===== config.mk =====
export PLATFORM = sky130hd
export DESIGN_NAME = btb_assoc
export DESIGN_NICKNAME = d
export VERILOG_FILES = /design/src/rtl/btb_assoc.sv
export SDC_FILE = /design/constraint.sdc
export NUM_CORES = 2
export LEC_CHECK = 0
export BUFFER_PORTS_ARGS = -buffer_cell sky130_fd_sc_hd__buf_2
export CAP_MARGIN = 20
export CORE_ASPECT_RATIO = 0.6
export CORE_MARGIN = 4
export CORE_UTILIZATION = 57
export DETAILED_ROUTE_END_ITERATION = 12
export HOLD_SLACK_MARGIN = 0.08
export MAX_ROUTING_LAYER = met4
export PLACE_DENSITY = 0.76
export SYNTH_ARGS = -nofsm -noshare
export SYNTH_HDL_FRONTEND = slang
export SYNTH_SLANG_ARGS = --single-unit

===== constraint.sdc =====
create_clock -name clk_i -period 5.8 [get_ports clk_i]
set_input_delay 0.58 -clock clk_i [delete_from_list [all_inputs] [get_ports clk_i]]
set_output_delay 0.58 -clock clk_i [all_outputs]
set_load 0.01 [all_outputs]

===== src/rtl/btb_assoc.sv =====
// Set-associative branch target buffer with per-set round-robin replacement and a set-walking flush.
// Define BTB_ASSOC_READ_REG_EN to register the lookup outputs (1-cycle latency).
module btb_assoc #(
    parameter int XLEN     = 32,
    parameter int SET_BITS = 4,
    parameter int WAYS     = 2,
    parameter int OFFSET   = 2
) (
    input  logic                                clk_i,
    input  logic                                rst_n_i,
    input  logic                                flush_i,
    output logic                                flush_busy_o,
    input  logic [XLEN-1:0]                     pc_i,
    input  logic                                valid_i,
    input  logic                                del_entry_i,
    input  logic [XLEN-1:0]                     res_pc_i,
    input  logic [XLEN-1:0]                     res_target_i,
    output logic                                hit_o,
    output logic [XLEN-1:0]                     pred_target_o,
    output logic [(WAYS > 1 ? $clog2(WAYS) : 1)-1:0] hit_way_o
);
    localparam int SETS = 1 << SET_BITS;
    localparam int TW   = XLEN - SET_BITS - OFFSET;
    localparam int WW   = (WAYS > 1) ? $clog2(WAYS) : 1;
    localparam logic [WW-1:0] LAST_WAY = WW'(WAYS - 1);

    typedef enum logic {IDLE, WALK} state_e;

    state_e                      state_q;
    logic [SET_BITS-1:0]         fcnt_q;
    logic [SETS-1:0][WAYS-1:0]   valid_q;
    logic [WW-1:0]               rr_q  [SETS];
    logic [TW-1:0]               tag_q [SETS][WAYS];
    logic [XLEN-1:0]             tgt_q [SETS][WAYS];

    logic                        walk;
    assign walk         = (state_q == WALK);
    assign flush_busy_o = walk;

    // Lookup, read from registered state only
    logic [SET_BITS-1:0] lk_set;
    logic [TW-1:0]       lk_tag;
    logic                lk_hit;
    logic [WW-1:0]       lk_way;
    logic [XLEN-1:0]     lk_tgt;

    assign lk_set = pc_i[SET_BITS+OFFSET-1:OFFSET];
    assign lk_tag = pc_i[XLEN-1:SET_BITS+OFFSET];

    always_comb begin
        lk_hit = 1'b0;
        lk_way = '0;
        lk_tgt = '0;
        // Descending scan so the lowest matching way wins
        for (int w = WAYS - 1; w >= 0; w--) begin
            if (valid_q[lk_set][w] && tag_q[lk_set][w] == lk_tag) begin
                lk_hit = 1'b1;
                lk_way = WW'(w);
                lk_tgt = tgt_q[lk_set][w];
            end
        end
    end

    // Update-side match / free-way search
    logic [SET_BITS-1:0] up_set;
    logic [TW-1:0]       up_tag;
    logic                m_hit;
    logic [WW-1:0]       m_way;
    logic                f_any;
    logic [WW-1:0]       f_way;
    logic [WW-1:0]       ins_way;
    logic                up_en;
    logic                data_we;

    assign up_set = res_pc_i[SET_BITS+OFFSET-1:OFFSET];
    assign up_tag = res_pc_i[XLEN-1:SET_BITS+OFFSET];

    always_comb begin
        m_hit = 1'b0;
        m_way = '0;
        f_any = 1'b0;
        f_way = '0;
        for (int w = WAYS - 1; w >= 0; w--) begin
            if (valid_q[up_set][w] && tag_q[up_set][w] == up_tag) begin
                m_hit = 1'b1;
                m_way = WW'(w);
            end
            if (!valid_q[up_set][w]) begin
                f_any = 1'b1;
                f_way = WW'(w);
            end
        end
    end

    assign up_en   = valid_i && !walk && !flush_i;
    assign data_we = up_en && !del_entry_i;
    assign ins_way = m_hit ? m_way : (f_any ? f_way : rr_q[up_set]);

    // Flush FSM plus valid/rr state
    always_ff @(posedge clk_i or negedge rst_n_i) begin
        if (!rst_n_i) begin
            state_q <= IDLE;
            fcnt_q  <= '0;
            valid_q <= '0;
            for (int s = 0; s < SETS; s++) rr_q[s] <= '0;
        end else begin
            case (state_q)
                IDLE: begin
                    if (flush_i) begin
                        state_q <= WALK;
                        fcnt_q  <= '0;
                    end else if (up_en) begin
                        if (m_hit) begin
                            if (del_entry_i) valid_q[up_set][m_way] <= 1'b0;
                        end else if (!del_entry_i) begin
                            valid_q[up_set][ins_way] <= 1'b1;
                            if (!f_any)
                                rr_q[up_set] <= (rr_q[up_set] == LAST_WAY) ? '0 : rr_q[up_set] + 1'b1;
                        end
                    end
                end
                WALK: begin
                    valid_q[fcnt_q] <= '0;
                    rr_q[fcnt_q]    <= '0;
                    if (flush_i) begin
                        fcnt_q <= '0;
                    end else if (fcnt_q == SET_BITS'(SETS - 1)) begin
                        state_q <= IDLE;
                        fcnt_q  <= '0;
                    end else begin
                        fcnt_q <= fcnt_q + 1'b1;
                    end
                end
                default: state_q <= IDLE;
            endcase
        end
    end

    // Tag/target payload needs no reset; valid bits gate it
    always_ff @(posedge clk_i) begin
        if (data_we) begin
            tag_q[up_set][ins_way] <= up_tag;
            tgt_q[up_set][ins_way] <= res_target_i;
        end
    end

`ifdef BTB_ASSOC_READ_REG_EN
    logic            hit_q;
    logic [XLEN-1:0] tgt_o_q;
    logic [WW-1:0]   way_q;
    logic            lk_ok;

    assign lk_ok = lk_hit && !walk && !flush_i;

    always_ff @(posedge clk_i or negedge rst_n_i) begin
        if (!rst_n_i) begin
            hit_q   <= 1'b0;
            tgt_o_q <= '0;
            way_q   <= '0;
        end else begin
            hit_q   <= lk_ok;
            tgt_o_q <= lk_ok ? lk_tgt : '0;
            way_q   <= lk_ok ? lk_way : '0;
        end
    end

    assign hit_o         = hit_q;
    assign pred_target_o = tgt_o_q;
    assign hit_way_o     = way_q;
`else
    logic lk_ok;
    assign lk_ok         = lk_hit && !walk;
    assign hit_o         = lk_ok;
    assign pred_target_o = lk_ok ? lk_tgt : '0;
    assign hit_way_o     = lk_ok ? lk_way : '0;
`endif

endmodule


# Yosys cells after proc, flatten, opt, wreduce, memory -nomap -nowiden
# Memories as Yosys holds them, arrays and structs flattened.
# Cells that the tools add are included.
# classes
muxes	65
n_addsub	2
n_reduce_logical	20
n_bitwise	11
n_eq_ne	13
order_cmp	15
# op_table
operator	count
32-bit 2-to-1 mux	9
26-bit == test	4
16-bit 2-to-1 mux	5
32-bit bitwise AND	2
64-bit 2-to-1 mux	1
32-bit inverter	2
32-bit case mux with 2 select lines	1
52-bit 2-to-1 mux	1
32-bit demux with 1-bit select	1
32-bit OR	1
16-bit case mux with 2 select lines	1
26-bit demux with 1-bit select	1
26-bit 2-to-1 mux	1
2-bit demux with 4-bit select	3
1-bit 2-to-1 mux	23
16-bit bitwise AND	1
2-bit binary-select mux with 4-bit select	2
16-bit bitwise mux	1
16-bit inverter	1
1-bit logical AND	15
4-bit by 5-bit < comparator with 1-bit output, second input constant	3
4-bit 2-to-1 mux	3
2-bit inequality test, second input constant	6
5-bit greater-or-equal comparator, second input constant	2
22 further kinds	36
# word_totals
mem_bits_rw	1856
memories	2
register_bits	53
out_inout_bits	35
# mem_list
name	words	width	read_ports	rd_ports_with_merged_regs	wr	line	text
tgt_q	16	64	1	0	1	34	logic [XLEN-1:0] tgt_q [SETS][WAYS];
tag_q	16	52	2	0	1	33	logic [TW-1:0] tag_q [SETS][WAYS];

# Depth between registers and ports, before layout
# logic_depth
depth_word	18
mapped_depth	19

# Worst setup path after synthesis
# OpenSTA, ideal clock, no wires.
# synth_path
path_kind	input port to flip-flop
from	input port res_pc_i[3]
to	memory tag_q[12][0] (netlist name), enable pin
stages	15
arrival_time_ns	6.090
setup_ns	0.474
required_ns	5.326
setup_slack_ns	-0.765
cell_sequence	buf_4 -> buf_4 -> buf_2 -> mux4_2 -> mux2i_1 -> mux2i_1 -> xor2_1 -> nor4b_1 -> nand4b_1 -> nor4_4 -> nor2_1 -> or3b_1 -> buf_2 -> buf_2 -> nor2_1
# synth_between
elab_chain_len	12
# synth_rtl
item	line	text
start: declaration	16	input logic [XLEN-1:0] res_pc_i,
memory 16 x 52 bit (tied with other cells)	n/a	
26-bit == test (tied with other cells)	84	if (valid_q[up_set][w] && tag_q[up_set][w] == up_tag) begin
1-bit logical AND (tied with other cells)	84	
1-bit 2-to-1 mux, on equally long branches	84, 88, 97	
1-bit 2-to-1 mux, on equally long branches	84, 97	
1-bit 2-to-1 mux	97	assign ins_way = m_hit ? m_way : (f_any ? f_way : rr_q[up_set]);
1-bit inverter with 2-bit output (implied by the code)	142	tag_q[up_set][ins_way] <= up_tag;
2-bit greater-or-equal comparator (implied by the code) or 2-bit by 1-bit < comparator with 1-bit output (tied branches)	142	
1-bit logical AND (implied by the code)	142	
26-bit 2-to-1 mux (implied by the code)	142	
26-bit demux with 1-bit select	142	
52-bit 2-to-1 mux (implied by the code)	142	
end: declaration	33	
# Several ways; a longest one is shown, not always the timed one. The select of a mux whose other input is x is not followed.

==> Flow_metrics.wiki <==
{| class="wikitable"
! Metric !! Value
|-
| Post-detailed-route count of antenna-violating nets || 0
|-
| Tot GR Track Use || 33.6%
|-
| Max-Slew Margin vs Limit || 38.4%
|-
| Power Dens Cells || 297 mW/mm^2
|-
| Max Clk Rate || 0.175 GHz
|-
| Fraction of final layout cells with drive strength greater than 1 || 35.5%
|-
| Total routed wire length on the met1 layer || 90.6 mm
|-
| Clk_lat worst skew || 0.81 ns
|-
| Length of routed met2 wiring || 108 mm
|-
| Area growth from synthesis to final layout || 15.4%
|-
| Port Buffer Count || 131
|-
| P_leak || 0.0309 uW
|-
| Maximum number of pins on one net before global-route repair || 62
|-
| Mapped Cells || 3,991
|-
| First drt pass iteration count || 7
|-
| Max clock buf depth || 3
|-
| Total via count after detailed routing || 47,200
|-
| Total power of the final layout || 28,300 uW
|-
| Number of clock sinks || 1,909
|-
| Footprint of the flip-flops and latches || 0.0571 mm^2
|-
| Max-capacitance violation count || 0
|-
| Final net count || 4,513
|-
| Peak supply drop || 309 uV
|-
| Count of final setup violators || 0
|-
| Root Buffer Master || sky130_fd_sc_hd__clkbuf_16
|-
| DR WL/cell || 37.7 um
|-
| Final cell utilization of the core || 66.8%
|-
| Endpoints failing hold || 0
|-
| Die boundary width || 500 um
|-
| DR DRC count || 0
|-
| Clk slew on worst S/H paths || 0.07 ns
|-
| Min-Delay Path Class || primary input to flip-flop
|-
| Die area || 0.152 mm^2
|-
| Area of the core || 0.143 mm^2
|-
| FILL cells || 8,863
|-
| Switching share of total power || 21.9%
|-
| Top flip-flop cell by instance count after synthesis || sky130_fd_sc_hd__edfxtp_1
|-
| Min Tclk post-route || 5.71 ns
|-
| Worst Path Max Fanout || 29
|-
| First-iteration detailed-routing DRC count || 8,257
|-
| Part of the Yosys area used for sequential elements || 69.0%
|-
| Flip-flop and latch count after synthesis || 1,909
|-
| Clk network pwr share || 39.8%
|-
| CTS H-Tree Depth || 4
|-
| Switching pwr || 6190 uW
|-
| Number of enable flip-flop cells after synthesis || 1,856
|-
| Synthesized area divided by synthesized cell count || 20.7 um^2
|-
| Clock tree from TritonCTS || done
|-
| RD Place Congestion || 0.989
|-
| Critical setup path kind || flip-flop to primary output
|-
| Site Rows || 107
|-
| Pins over their slew limit || 0
|-
| Global-route wire length before repair || 348 mm
|-
| Die Span Y || 303 um
|-
| FFs w/ async S/R, synth || 2.78%
|-
| Number of antenna violations at the first check in global routing || 14
|-
| Met3 routed WL || 37.8 mm
|-
| Arrival time worst endpoint || 5.13 ns
|-
| Number of clock buffers inserted by TritonCTS || 166
|-
| Part of the power in combinational logic || 6.8%
|-
| Net count of the mapped netlist || 4,096
|-
| Synth Cell Area || 0.0827 mm^2
|-
| Total wire length after detailed routing || 244 mm
|-
| Unrepaired setup endpoints after global routing || no
|-
| Count of warnings emitted by yosys || 0
|-
| Share of the clock period used by the worst path || 98.4%
|-
| Drt via density || 7.29
|-
| Category of the worst setup path capture point || primary output
|-
| Required time worst endpoint || 5.22 ns
|-
| Cell-internal power || 22,100 uW
|-
| Result of the run || complete, no violations
|-
| Sort of element at the start of the critical path || flip-flop
|-
| Post-DP HPWL || 154 mm
|-
| Number of global-route vias before repair || 45,900
|-
| Initial standard-cell utilization of the core || 57.9%
|-
| Multi-input gate area || 0.0244 mm^2
|-
| Worst Hold Slack || 0.136 ns
|-
| Max layer used || met4
|-
| GRT Residual Overflow || 0
|-
| Largest clock skew in the final design || 0.0460 ns
|-
| Share of total power in sequential cells || 53.4%
|-
| I/O pins || 136
|-
| Actual slew at the worst max-slew pin || 0.924 ns
|-
| Number of different library cells in the post-synthesis netlist || 73
|}
## flip-flops by register name, indices dropped and copies added (netlist names)
name / flops
fcnt_q: 4
flush_busy_o: 1
rr_q: 16
tag_q: 832
tgt_q: 1024
valid_q: 32
## path summary, 6_finish.rpt
path                               startpoint           endpoint  slack (ns)  depth (start not counted)
worst min register to register        rr_q[6]            rr_q[6]        0.50                          1
worst max register to register  tag_q[15][11]        tgt_q[7][3]        1.07                         11
min in group asynchronous             rst_n_i          fcnt_q[2]        0.46                          3
max in group asynchronous             rst_n_i           rr_q[10]        4.84                          3
worst max-delay path            tag_q[15][33]  pred_target_o[25]        0.09                         11
worst min-delay path             res_pc_i[27]       tag_q[4][21]        0.14                          1
## power groups by stage
| stage | Sequential (uW) | Combinational [uW] | Clock [uW] |
|---|---|---|---|
| 2_1_floorplan | 15400 | 1110 | 0 |
| 3_3_place_gp | 15400 | 1830 | 0 |
| 3_5_place_dp | 15400 | 1860 | 0 |
| 4_1_cts | 15100 | 1880 | 11300 |
| 5_1_grt | 15100 | 2010 | 12000 |
| 6_report | 15100 | 1920 | 11300 |
## logic make-up after synthesis
group / Yosys count / share of synthesized area, %
DFF: 1909 / 69.0
adders and majority gates: 4 / 0.0605
and+or+nand+nor: 360 / 2.15
xor gates and xnor gates: 106 / 1.12
AOI/OAI and AO/OA: 317 / 2.61
buffers and inverters: 361 / 1.89
muxes: 934 / 23.2
## placed cells by master (no fill, tap or decap), types with 20 or more instances in the layout
cell type                   count
sky130_fd_sc_hd__clkinv_2      31
sky130_fd_sc_hd__nand3_1       20
sky130_fd_sc_hd__mux2i_1      116
sky130_fd_sc_hd__buf_4        207
sky130_fd_sc_hd__nor2_4        32
sky130_fd_sc_hd__o22ai_1       61
sky130_fd_sc_hd__xor2_1        42
sky130_fd_sc_hd__buf_2        123
sky130_fd_sc_hd__xnor2_1       64
sky130_fd_sc_hd__buf_12       178
sky130_fd_sc_hd__mux4_2       783
sky130_fd_sc_hd__clkinv_1      37
sky130_fd_sc_hd__inv_1         86
sky130_fd_sc_hd__nor2_1        55
sky130_fd_sc_hd__clkbuf_1      34
sky130_fd_sc_hd__nand2_1      101
sky130_fd_sc_hd__edfxtp_1    1856
sky130_fd_sc_hd__mux2_2        34
sky130_fd_sc_hd__nor3_1        38
sky130_fd_sc_hd__o21ai_0       56
sky130_fd_sc_hd__a21oi_1       38
sky130_fd_sc_hd__dfrtp_1       53
sky130_fd_sc_hd__clkbuf_16    173
## synth_stat cells, types with 42 or more instances
master                     number  area [um^2]
sky130_fd_sc_hd__mux4_2       783        17600
sky130_fd_sc_hd__buf_1         69          259
sky130_fd_sc_hd__dfrtp_1       53         1330
sky130_fd_sc_hd__nor2_1        87          327
sky130_fd_sc_hd__edfxtp_1    1856        55700
sky130_fd_sc_hd__clkbuf_1     103          387
sky130_fd_sc_hd__o21ai_0       56          280
sky130_fd_sc_hd__xnor2_1       64          561
sky130_fd_sc_hd__xor2_1        42          368
sky130_fd_sc_hd__o22ai_1       61          382
sky130_fd_sc_hd__inv_1         87          327
sky130_fd_sc_hd__mux2i_1      117         1170
sky130_fd_sc_hd__nand2_1      101          379
sky130_fd_sc_hd__buf_2         69          345
## critical path: stages (launching register included)
cell and delay [ns]:
sky130_fd_sc_hd__edfxtp_1 0.41, sky130_fd_sc_hd__mux4_2 0.51, sky130_fd_sc_hd__mux4_2 0.53, sky130_fd_sc_hd__xnor2_1 0.51, sky130_fd_sc_hd__nand4_1 0.49, sky130_fd_sc_hd__nor4_1 0.51
sky130_fd_sc_hd__nand4_1 0.14, sky130_fd_sc_hd__buf_4 0.20, sky130_fd_sc_hd__nand2b_2 0.20, sky130_fd_sc_hd__buf_12 0.18, sky130_fd_sc_hd__o22ai_1 0.37, sky130_fd_sc_hd__buf_2 0.20
## per-layer routing
layer / vias up / track usage, %
met1: 24700 / 47.9
li1: 17900 / -
met3: 513 / 11.8
met4: 0 / 9.39
met2: 4022 / 46.6
met5: - / -
## timing repair
item                       4_1_cts  5_1_grt
buffers inserted                 0        1
resized for setup                0        0
setup endpoints to repair        0       19
hold buffers                     4        0
hold endpoints to repair        60        0
## metrics by stage
stage          area, um^2  setup TNS, ns  std cells  setup WS [ns]
6_report            95500              0       6465         0.0917
5_1_grt             95500              0       6461         0.0687
4_1_cts             95400              0       6450         0.0906
3_3_place_gp        90000        -244.90       6141         -0.321
2_1_floorplan       82700       -1102.16       3991         -0.765
3_5_place_dp        90000              0       6141        0.00425
## layout make-up
type | instances | share of cell area, %
flip-flops and latches | 1909 | 59.8
clock buffers | 209 | 4.70
repair buffers | 520 | 6.16
diodes | 13 | 0.0341
multi-input cells | 1721 | 25.5
well taps | 1907 | 2.50
inverters | 90 | 0.355
clock inverters | 96 | 0.967
(Power assumes the default switching activity.)
